`src/rtl/fft32_input_loader.sv`:
```
// Input stage of the 32-point FFT: collects a streamed frame, hands it to the core as
// one wide word with a start pulse, and keeps that word stable for the core's compute window.
module fft32_input_loader #(
  parameter int DATA_W      = 24,
  parameter int N           = 32,
  parameter int HOLD_CYCLES = 8
) (
  input  logic                clk,
  input  logic                rst_n,
  input  logic                in_valid,
  output logic                in_ready,
  input  logic [DATA_W-1:0]   in_data,
  input  logic                in_last,
  output logic [N*DATA_W-1:0] xn_bus,
  output logic                start,
  output logic                busy,
  output logic                frame_err,
  output logic [15:0]         frame_cnt
);

  localparam int IDX_W = $clog2(N);
  localparam int HC_W  = 8;
  localparam logic [HC_W-1:0]  HOLD_LOAD = HC_W'(HOLD_CYCLES);
  localparam logic [IDX_W-1:0] LAST_IDX  = IDX_W'(N - 1);

  logic [IDX_W-1:0]    wr_idx_q, wr_idx_d;
  logic                fill_full_q, fill_full_d;
  logic [HC_W-1:0]     hold_cnt_q, hold_cnt_d;
  logic [15:0]         frame_cnt_q, frame_cnt_d;
  logic                frame_err_q, frame_err_d;
  logic                start_q;
  logic                busy_q;
  logic                ready_en_q;
  logic [N*DATA_W-1:0] xn_q;
  logic [N*DATA_W-1:0] fill_flat;

  logic accept;
  logic transfer;

  // ready_en_q keeps in_ready low until the first edge after reset release
  assign in_ready = ready_en_q && !fill_full_q;
  assign accept   = in_valid && in_ready;
  assign transfer = fill_full_q && (hold_cnt_q == '0);

  genvar gi;
  generate
    for (gi = 0; gi < N; gi++) begin : g_slot
      logic [DATA_W-1:0] slot_q;
      always_ff @(posedge clk or negedge rst_n) begin
        if (!rst_n) begin
          slot_q <= '0;
        end else if (accept && (wr_idx_q == IDX_W'(gi))) begin
          slot_q <= in_data;
        end
      end
      assign fill_flat[gi*DATA_W +: DATA_W] = slot_q;
    end
  endgenerate

  always_comb begin
    wr_idx_d    = wr_idx_q;
    fill_full_d = fill_full_q;
    hold_cnt_d  = hold_cnt_q;
    frame_cnt_d = frame_cnt_q;
    frame_err_d = 1'b0;

    // A partial frame or an unterminated one is dropped; the fill restarts at slot 0
    if (accept) begin
      if (wr_idx_q == LAST_IDX) begin
        wr_idx_d = '0;
        if (in_last) begin
          fill_full_d = 1'b1;
        end else begin
          frame_err_d = 1'b1;
        end
      end else if (in_last) begin
        wr_idx_d    = '0;
        frame_err_d = 1'b1;
      end else begin
        wr_idx_d = wr_idx_q + IDX_W'(1);
      end
    end

    if (transfer) begin
      fill_full_d = 1'b0;
      hold_cnt_d  = HOLD_LOAD;
      frame_cnt_d = frame_cnt_q + 16'd1;
    end else if (hold_cnt_q != '0) begin
      hold_cnt_d = hold_cnt_q - HC_W'(1);
    end
  end

  always_ff @(posedge clk or negedge rst_n) begin
    if (!rst_n) begin
      wr_idx_q    <= '0;
      fill_full_q <= 1'b0;
      hold_cnt_q  <= '0;
      frame_cnt_q <= '0;
      frame_err_q <= 1'b0;
      start_q     <= 1'b0;
      busy_q      <= 1'b0;
      ready_en_q  <= 1'b0;
      xn_q        <= '0;
    end else begin
      wr_idx_q    <= wr_idx_d;
      fill_full_q <= fill_full_d;
      hold_cnt_q  <= hold_cnt_d;
      frame_cnt_q <= frame_cnt_d;
      frame_err_q <= frame_err_d;
      start_q     <= transfer;
      busy_q      <= (hold_cnt_d != '0);
      ready_en_q  <= 1'b1;
      if (transfer) begin
        xn_q <= fill_flat;
      end
    end
  end

  assign xn_bus    = xn_q;
  assign start     = start_q;
  assign busy      = busy_q;
  assign frame_err = frame_err_q;
  assign frame_cnt = frame_cnt_q;

endmodule

```
`config.mk`:
```
export PLATFORM = sky130hd
export DESIGN_NAME = fft32_input_loader
export DESIGN_NICKNAME = d
export VERILOG_FILES = /design/src/rtl/fft32_input_loader.sv
export SDC_FILE = /design/constraint.sdc
export NUM_CORES = 2
export LEC_CHECK = 0
export CORE_ASPECT_RATIO = 1.5
export CORE_MARGIN = 3
export CORE_UTILIZATION = 55
export CTS_CLUSTER_SIZE = 14
export DETAILED_ROUTE_END_ITERATION = 16
export PLACE_DENSITY = 0.91
export SLEW_MARGIN = 40
export SYNTH_ARGS = -nofsm -noshare
export SYNTH_HDL_FRONTEND = slang
export SYNTH_SLANG_ARGS = --single-unit
```
`constraint.sdc`:
```
create_clock -name clk -period 2.55 [get_ports clk]
set_input_delay 0.255 -clock clk [delete_from_list [all_inputs] [get_ports clk]]
set_output_delay 0.255 -clock clk [all_outputs]
set_load 0.005 [all_outputs]
```
==> flow_summary.json <==
{
  "synth_most_common_cell": "nand2_1",
  "startpoint": "hold_cnt_q[0]",
  "min_period_over_period_pct": 97.2,
  "power_mw": 53.4,
  "firstDrtPassIters": 6,
  "fp.dieW_um": 273,
  "path_class": "register to register",
  "drive_gt1_share_pct": 20.0,
  "crit_end": "xn_bus[302]",
  "grt.total_usage_pct": 37.1,
  "status": "finished, final reports clean",
  "via_per_inst": 6.13,
  "cp_slowest_cell": "dfrtp_1",
  "crit_fanout": 43,
  "port-buffer-count": 815,
  "grt_pass1_wl_um": 304000,
  "r2r-start": "hold_cnt_q[0]",
  "async_flop_share_pct": 100,
  "yosysTopAreaCell": "dfrtp_1",
  "wirelength_um": 208000,
  "grt_pass1_vias": 48300,
  "synth_warnings": 0,
  "place_congestion": 0.855,
  "synth_commonest_cells": "nand2_1, dfrtp_1, mux2_2",
  "stdcell_count": 7471,
  "syn_area_mm2": 0.0589,
  "met2_length_um": 97200,
  "clk_latency_ps": 800,
  "met1_length_um": 67900,
  "max_cap_viol_count": 0,
  "ios": 816,
  "synth_edf_count": 0,
  "vias": 45800,
  "antenna_found_initial": 7,
  "r2r_end": "xn_bus[302]",
  "syn-num-nets": 5174,
  "regArea_mm2": 0.0393,
  "rows": 146,
  "finalMaxSlewViolations": 0,
  "cp-end-kind": "register",
  "nFillCells": 5982,
  "r2r_cells": 9,
  "hp-class": "input pin to async pin",
  "core_area_mm2": 0.106,
  "grt_max_degree": 115,
  "cts_tree": "yes",
  "worstSetupStartpointType": "register",
  "cpMostUsedCell": "nand2_1",
  "clk_pin_slew_ps": 70,
  "cts_sinks": 1570,
  "htreeDepth": 4,
  "drc": 0,
  "nNetsFinal": 6004,
  "drtIter0Drc": 5540,
  "area_delta_synth_final_pct": 26.8,
  "syn_area_per_cell_um2": 11.5,
  "timing.hold.ws_ps": 67.5,
  "multiInputGateArea_mm2": 0.0184,
  "slew_headroom_pct": 35.8,
  "dp_hpwl_um": 124000,
  "cellLeakagePower_nw": 38.7,
  "cts-buffers-inserted": 140,
  "cpPeakStageDelay_ps": 430,
  "route.top_layer_used": "met5",
  "r2r_slack_ps": 70,
  "fmax_ghz": 0.403,
  "synth_area_leaders": "dfrtp_1, nand2_1, mux2_2, clkbuf_1, buf_2",
  "wire_per_inst_um": 27.8,
  "die-height_um": 407,
  "dp_cells": 7220,
  "min_period_ps": 2480,
  "worstMarginPinSlew_ps": 962,
  "overflow": 0,
  "vdd_drop_max_mv": 0.549,
  "initial_utilization_pct": 55.6,
  "fin_skew_ps": 49.1,
  "cts_root_buf": "clkbuf_16",
  "ant_nets": 0,
  "synth_cells": 5138,
  "dieArea_mm2": 0.111,
  "dr_wl_met3_um": 24100,
  "yosysSeqAreaShare_pct": 66.7,
  "setup_violations": 0,
  "cts_buffer_depth": 3,
  "ys.flop_type": "dfrtp_1",
  "required_ps": 3260,
  "arrival_ps": 3190,
  "ys_types": 39,
  "synth_top_cell_area_share_pct": 66.7,
  "p_per_area_mw_per_mm2": 715,
  "finalHoldViolCount": 0,
  "ys_ff_latch": 1570,
  "crit_chain": "inv_1, ha_1, nor3b_1, buf_4, and3_4, buf_16, buf_12, nand2_1, nand2_1"
}
[per-layer routing]
layer  vias up  track usage, %
met4        12            29.0
met2      3800            58.8
met5         -               0
met3      1145            9.76
met1     22900            43.1
li1      18000               -
[placed cells by master, fill, tap and decap left out, types with 23 or more instances in the layout]
cell             netlist  layout
dfrtp_1             1570    1570
clkbuf_16              0     141
buf_2                 36      23
buf_12                 0      81
nand2_1             2329    2328
clkbuf_8               0      24
mux2_2               769     769
buf_4                  0     104
clkdlybuf4s50_1        0     790
clkbuf_1             275      35
[how the worst min path moves through the flow]
| stage | end | cells after the start | startpoint |
|---|---|---|---|
| final | xn_bus[81] | 2 | rst_n |
| after global routing | g_slot[28].slot_q[8] | 3 | in_data[8] |
| after CTS | g_slot[25].slot_q[8] | 3 | in_data[8] |
| after detailed placement | xn_bus[81] | 1 | rst_n |
| after global placement | xn_bus[102] | 1 | rst_n |
| after floorplan | busy | 0 | rst_n |
[cells by family after synthesis]
kind of cell / Yosys count / synth area share, %
AND/OR/NAND/NOR: 2422 / 15.7
multiplexers: 769 / 14.7
flip-flops: 1570 / 66.7
XOR/XNOR: 18 / 0.268
buffers and inverters: 331 / 2.21
adder cells (fa/ha/maj): 8 / 0.170
AO/OA/AOI/OAI: 19 / 0.178
other: 1 / 0.00637
[report_power, final]
| group | switching (mW) | total (mW) | internal (mW) |
|---|---|---|---|
| Clock | 9.73 | 21.2 | 11.4 |
| Combinational | 2.01 | 3.86 | 1.86 |
| Sequential | 1.38 | 28.3 | 26.9 |
| Total | 13.1 | 53.4 | 40.3 |
[final cells by class]
class | instances | share of cell area, %
Timing Repair Buffer | 1013 | 14.3
Clock buffer | 199 | 5.31
Tap cell | 1406 | 2.36
Inverter | 6 | 0.0302
Clock inverter | 30 | 0.682
Multi-Input combinational cell | 3237 | 24.7
Sequential cell | 1570 | 52.6
Antenna cell | 10 | 0.0335
[through the flow]
stage	area [µm²]	utilization, %	setup WS, ps	TNS, ps
global placement	70000	66.1	-79.9	-1870
floorplan	58900	-	300	0
detailed placement	70000	66.1	-103	-3310
finish	74700	70.5	71.6	0
global route	74700	70.5	-89.4	-6680
CTS	74500	70.3	81.1	0
[flip-flops by register name (all words and copies together) (netlist names)]
signal and count:
frame_cnt 16, hold_cnt_q 8, wr_idx_q 5, ready_en_q 1
start 1, frame_err 1, xn_bus 768, g_slot.slot_q 768
fill_full_q 1, busy 1
[timing repair]
item,CTS,global route
hold endpoints to repair,692,0
buffers inserted,0,8
gates resized for setup,0,9
hold buffers,3,0
setup endpoints to repair,0,115
[worst max-delay path, delay by kind of cell, from the launching register on]
kind | cells | cell delay [ps]
AND/OR/NAND/NOR | 4 | 880
buffers and inverters | 4 | 840
flip-flops | 1 | 430
adder cells (fa/ha/maj) | 1 | 210
Note: power is estimated with default switching activity, not from simulation.
